==> src/rtl/axis_crc_strip.sv <==
// Strips the 4-byte CRC trailer from 512-bit AXI-ST packets and presents it on o_crc with the last beat.
// Latency: one accepted beat of lookahead; a held last beat leaves without waiting for more input.
// Backpressure: i_tready follows o_tready while H holds output-ready data, else 1. Option: AXIS_CRC_STRIP_KEEP_CHECK_EN.
module axis_crc_strip #(
  parameter int DATA_W = 512,
  parameter int KEEP_W = DATA_W / 8
) (
  input  logic              clock,
  input  logic              arst_n,
  input  logic [DATA_W-1:0] i_tdata,
  input  logic [KEEP_W-1:0] i_tkeep,
  input  logic              i_tlast,
  input  logic              i_tvalid,
  output logic              i_tready,
  output logic [DATA_W-1:0] o_tdata,
  output logic [KEEP_W-1:0] o_tkeep,
  output logic              o_tlast,
  output logic              o_tvalid,
  input  logic              o_tready,
  output logic [31:0]       o_crc,
  output logic              o_runt
`ifdef AXIS_CRC_STRIP_KEEP_CHECK_EN
  ,output logic             o_keep_err
`endif
);

  localparam logic [KEEP_W-1:0] ALL_ONES = '1;

  function automatic logic [6:0] keep_count(input logic [KEEP_W-1:0] k);
    logic [6:0] c;
    c = '0;
    for (int b = 0; b < KEEP_W; b++) begin
      if (k[b]) c = 7'(b + 1);
    end
    return c;
  endfunction

  logic [DATA_W-1:0] h_data;
  logic [KEEP_W-1:0] h_keep;
  logic              h_last;
  logic              h_vld;
  logic              first;

  logic [6:0]  i_cnt;
  logic [6:0]  h_cnt;
  logic        i_short;
  logic        runt_in;
  logic        acc;
  logic        hs_out;
  logic [63:0] crc_win;

  assign i_cnt   = keep_count(i_tkeep);
  assign h_cnt   = keep_count(h_keep);
  assign i_short = i_tlast && (i_cnt <= 7'd4);
  assign runt_in = first && i_short;
  assign acc     = i_tvalid && i_tready;
  assign hs_out  = o_tvalid && o_tready;
  // Straddling trailer: the top four bytes of H followed by the low four bytes of I.
  assign crc_win = {i_tdata[31:0], h_data[DATA_W-1:DATA_W-32]};

  always_comb begin
    o_tdata  = h_data;
    o_tvalid = 1'b0;
    o_tkeep  = '0;
    o_tlast  = 1'b0;
    o_crc    = '0;
    i_tready = 1'b1;
    if (h_vld) begin
      if (h_last) begin
        o_tvalid = 1'b1;
        o_tlast  = 1'b1;
        o_tkeep  = ALL_ONES >> (7'd68 - h_cnt);
        o_crc    = 32'(h_data >> {h_cnt - 7'd4, 3'b000});
        i_tready = o_tready;
      end else if (i_tvalid) begin
        o_tvalid = 1'b1;
        o_tkeep  = h_keep;
        i_tready = o_tready;
        if (i_short) begin
          o_tlast = 1'b1;
          o_tkeep = ALL_ONES >> (3'd4 - i_cnt[2:0]);
          o_crc   = 32'(crc_win >> {i_cnt[2:0], 3'b000});
        end
      end
    end
  end

  always_ff @(posedge clock or negedge arst_n) begin
    if (!arst_n) begin
      h_data <= '0;
      h_keep <= '0;
      h_last <= 1'b0;
      h_vld  <= 1'b0;
      first  <= 1'b1;
      o_runt <= 1'b0;
    end else begin
      o_runt <= acc && runt_in;
      if (acc) first <= i_tlast;
      if (!h_vld || (h_last && hs_out) || (!h_last && acc)) begin
        if (acc && !runt_in && !(h_vld && !h_last && i_short)) begin
          h_data <= i_tdata;
          h_keep <= i_tkeep;
          h_last <= i_tlast;
          h_vld  <= 1'b1;
        end else begin
          h_vld  <= 1'b0;
        end
      end
    end
  end

`ifdef AXIS_CRC_STRIP_KEEP_CHECK_EN
  logic keep_bad;
  assign keep_bad = i_tlast ? ((i_tkeep == '0) || ((i_tkeep & (i_tkeep + KEEP_W'(1))) != '0))
                            : (i_tkeep != ALL_ONES);

  always_ff @(posedge clock or negedge arst_n) begin
    if (!arst_n) o_keep_err <= 1'b0;
    else if (acc && keep_bad) o_keep_err <= 1'b1;
  end
`endif

endmodule

==> config.mk <==
export PLATFORM = sky130hd
export DESIGN_NAME = axis_crc_strip
export DESIGN_NICKNAME = d
export VERILOG_FILES = /design/src/rtl/axis_crc_strip.sv
export SDC_FILE = /design/constraint.sdc
export NUM_CORES = 2
export LEC_CHECK = 0
export CAP_MARGIN = 10
export CORE_AREA = 2 2 467 469
export CTS_CLUSTER_SIZE = 14
export DETAILED_ROUTE_END_ITERATION = 7
export DIE_AREA = 0 0 469 471
export PLACE_DENSITY = 0.38
export SYNTH_ARGS = -nofsm -noshare
export SYNTH_HDL_FRONTEND = slang
export SYNTH_SLANG_ARGS = --single-unit
export TNS_END_PERCENT = 50
==> constraint.sdc <==
create_clock -name clock -period 5.1 [get_ports clock]
set_input_delay 0.51 -clock clock [delete_from_list [all_inputs] [get_ports clock]]
set_output_delay 0.51 -clock clock [all_outputs]
set_load 0.05 [all_outputs]
==> summary.md <==
| Metric | Value |
|---|---|
| Status | `finished, violations left` |
| Failing checks | `negative setup slack` |
| Initial cell density of the core | `0.1929` |
| Die span in x | `469 µm` |
| Htree depth | `3` |
| Avg Inst Size Synth | `9.043 µm²` |
| Ports | `1193` |
| Worst R2R Setup Slack | `2220 ps` |
| Relative slew slack | `0.1427` |
| Maxcap violations | `0` |
| WP data required | `4590 ps` |
| Pwr Density | `501.2 nW/µm²` |
| Most frequent cells in the layout | `clkdlybuf4s50_1 (1094), buf_4 (1032), nand2_1 (788)` |
| First-pass GRT wire length | `464100 µm` |
| Detailed Place HPWL | `296600 µm` |
| DRT Pass-1 Iters | `6` |
| Final setup viols | `96` |
| DRT antenna net count | `0` |
| Worst skew pair latency | `760 ps` |
| Critical path class | `flop to primary output` |
| CP endpoint kind | `primary output` |
| Hold_sp | `i_tdata[139]` |
| CTS max path bufs | `3` |
| Seq pwr share | `0.204` |
| Synth Net Count | `5203` |
| Unrepaired setup endpoints after global routing | `true` |
| Worst R2R End | `o_tdata[335]$_DFFE_PN0P_` |
| Fin Clk Skew | `51.65 ps` |
| Share of cells above drive strength 1 | `0.3706` |
| Worst Hold Path EP | `o_tdata[139]$_DFFE_PN0P_` |
| Main flop type after synthesis | `dfrtp_1` |
| Post-layout utilization of the core | `0.3431` |
| Synthesized instance count | `4609` |
| Die height | `471 µm` |
| Number of global-route vias before repair | `50030` |
| Critical Path Fanout Max | `8` |
| Worst path arrival time | `5550 ps` |
| Final worst slack | `-961.5 ps` |
| WL per Instance | `36.68 µm` |
| GP Congestion | `1.000` |
| CTS tree | `built` |
| Flops & latches, synth | `580` |
| CTS buffer count | `77` |
| Max Transition Viols Final | `0` |
| Nets | `7382` |
| Switching Fraction | `0.5061` |
| GRT Util Overall | `0.3090` |
| Post-synthesis sequential area ratio | `0.3483` |
| Most common cell after layout, fill and taps aside | `clkdlybuf4s50_1` |
| Gate power share | `0.639` |
| Core Area | `216100 µm²` |
| Post-synth EDFFs | `0` |
| Design area | `74150 µm²` |
| Int Power | `18.35 mW` |
| Worst Hold Depth | `2` |
| Minimum clock period after layout | `6061 ps` |
| Floorplan row count | `171` |
| Vias per cell | `5.160` |
| Root Buffer | `clkbuf_16` |
| Buffers on Ports | `1192` |
| Post-route DRC | `0` |
| Ys async rst share | `1.000` |
| Leakage Power | `30.79 nW` |
| Initial antenna violation count | `37` |
| Hold Path Class | `input port to flop` |
| Total grt overflow | `0` |
| Fillers | `22490` |
| DIE AREA | `220900 µm²` |
| Total power | `37.16 mW` |
| DRT iter0 DRCs | `4932` |
| Largest net degree at the start of global routing | `122` |
| CP Launch Type | `flop` |
| Register-to-Register Path Depth | `6` |
| Synth unique cells | `90` |
| Worst-path clk slew | `60 ps` |
| Sw power | `18.81 mW` |
| Detailed Route WL | `356500 µm` |
| Reg2reg start | `h_last$_DFFE_PN0P_` |
| Clk sinks | `580` |
| F_max | `0.1650 GHz` |
| Ys Warns | `0` |
| Via count | `50140` |
| Final Hold Fails | `0` |
| Placed cell areas | `67020 µm²` |
| Clock share of power | `0.156` |
| VDD IR max | `313.5 µV` |
| Worst Tran Pin Value | `1286 ps` |
| Area growth syn-to-layout | `77.90%` |
| Post-synthesis cell area | `41680 µm²` |
| Tcrit/Tclk final | `1.189` |
-- area by class of cell --
| type | instances | area, µm² | area share |
|---|---|---|---|
| Timing Repair Buffer | 2452 | 24330 | 0.3281 |
| Inverter | 44 | 220.2 | 0.002970 |
| Sequential cell | 580 | 14520 | 0.1958 |
| Antenna cell | 15 | 37.54 | 0.0005062 |
| Timing Repair inverter | 1 | 16.27 | 0.0002194 |
| Tap cell | 2854 | 3571 | 0.04816 |
| Multi-Input combinational cell | 3632 | 28800 | 0.3885 |
| Clock inverter | 23 | 395.4 | 0.005332 |
| Clock buffer | 117 | 2257 | 0.03044 |
-- registers in the layout, summed over array words and instances (netlist names) --
signal	cells
first	1
h_vld	1
o_tdata	512
h_last	1
o_runt	1
h_keep	64
-- worst max-delay path: stages, from the launching register on --
cell	delay, ps
dfrtp_1	380
or4_4	540
a311o_1	410
a211oi_4	360
nor2_2	80
nor2_2	130
inv_2	70
ha_4	180
o211ai_1	130
o211ai_1	170
buf_6	200
buf_12	160
buf_12	130
buf_12	140
nand2_8	80
buf_6	120
nor2_2	40
a22oi_1	230
nand3_1	100
o211ai_1	310
buf_4	210
nand4_1	100
buf_6	190
a21oi_4	150
buf_12	160
-- worst max path at each step --
stage | startpoint | cells past startpoint | slack [ps] | end
finish | h_keep[18]$_DFFE_PN0P_ | 24 | -960 | o_crc[0]
global route | h_keep[18]$_DFFE_PN0P_ | 22 | -1030 | o_crc[0]
CTS | h_keep[22]$_DFFE_PN0P_ | 20 | -980 | o_crc[25]
detailed placement | h_keep[18]$_DFFE_PN0P_ | 19 | -1200 | o_crc[4]
global placement | h_keep[18]$_DFFE_PN0P_ | 21 | -1230 | o_crc[4]
floorplan | i_tkeep[45] | 12 | -140 | o_tkeep[62]
-- repair_timing --
action	in CTS	in global routing
pin swaps	92	132
gates resized for setup	360	346
hold endpoints to repair	46	0
setup buffers	63	75
endpoints found under the setup margin	96	96
cloned	5	4
hold buffers	1	0
-- cells in the mapped netlist (10+ instances only) --
library cell    n  area share
a2111oi_0      12      0.0025
a211oi_1       64       0.012
a21oi_1       330       0.040
a221o_1        10      0.0024
a221oi_1       53       0.011
a22oi_1        22      0.0040
a311oi_1       21      0.0044
a31oi_1        47      0.0071
a32oi_1        16      0.0034
and2_1         17      0.0026
and3_1         25      0.0038
buf_1          56      0.0050
buf_2         141       0.017
buf_4          37      0.0067
clkbuf_1      117       0.011
dfrtp_1       579        0.35
ha_1           13      0.0039
inv_1          41      0.0037
mux2_1         12      0.0032
mux2_2        576        0.16
mux2i_1       548        0.13
nand2_1       820       0.074
nand2b_1       12      0.0018
nand3_1       158       0.019
nand4_1        37      0.0056
nor2_1        205       0.018
nor3_1         80      0.0096
nor4_1         44      0.0066
o2111ai_1      11      0.0023
o211ai_1       53      0.0095
o21a_1         14      0.0025
o21ai_0       190       0.023
o221ai_1       27      0.0057
o22ai_1        38      0.0057
o31ai_1        17      0.0031
or3_1          15      0.0023
or4_1          15      0.0027
-- power by group through the flow --
stage | clock, mW | sequential (mW) | combinational, mW
global placement | 0 | 7.60 | 21.3
finish | 5.81 | 7.60 | 23.8
detailed placement | 0 | 7.61 | 21.2
global route | 6.12 | 7.62 | 24.3
CTS | 5.97 | 7.56 | 22.4
floorplan | 0 | 8.70 | 7.63
-- layer usage --
layer / global-route usage / wire length [µm]
met4: 0.1240 / 16850
met5: 0 / 101
met3: 0.05467 / 24610
met1: 0.3945 / 147000
met2: 0.5119 / 167900
-- cell families after synthesis --
family | synth area share
simple gates | 0.1559
mux | 0.2932
compound gates | 0.1540
flops | 0.3483
buf+inv | 0.04374
fa+ha+maj | 0.003903
xor+xnor | 0.001051
-- per-stage QoR --
| step | std cells | worst slack [ps] | setup TNS, ps | hold slack, ps |
|---|---|---|---|---|
| 2_1_floorplan | 4609 | -135.9 | -210.5 | 214.4 |
| 3_3_place_gp | 9433 | -1230 | -19450 | 516.5 |
| 3_5_place_dp | 9433 | -1202 | -18780 | 512.6 |
| 4_1_cts | 9638 | -978.8 | -53540 | 269.2 |
| 5_1_grt | 9706 | -1027 | -75120 | 334.9 |
| 6_report | 9718 | -961.5 | -61530 | 334.9 |
(Power assumes the default switching activity.)
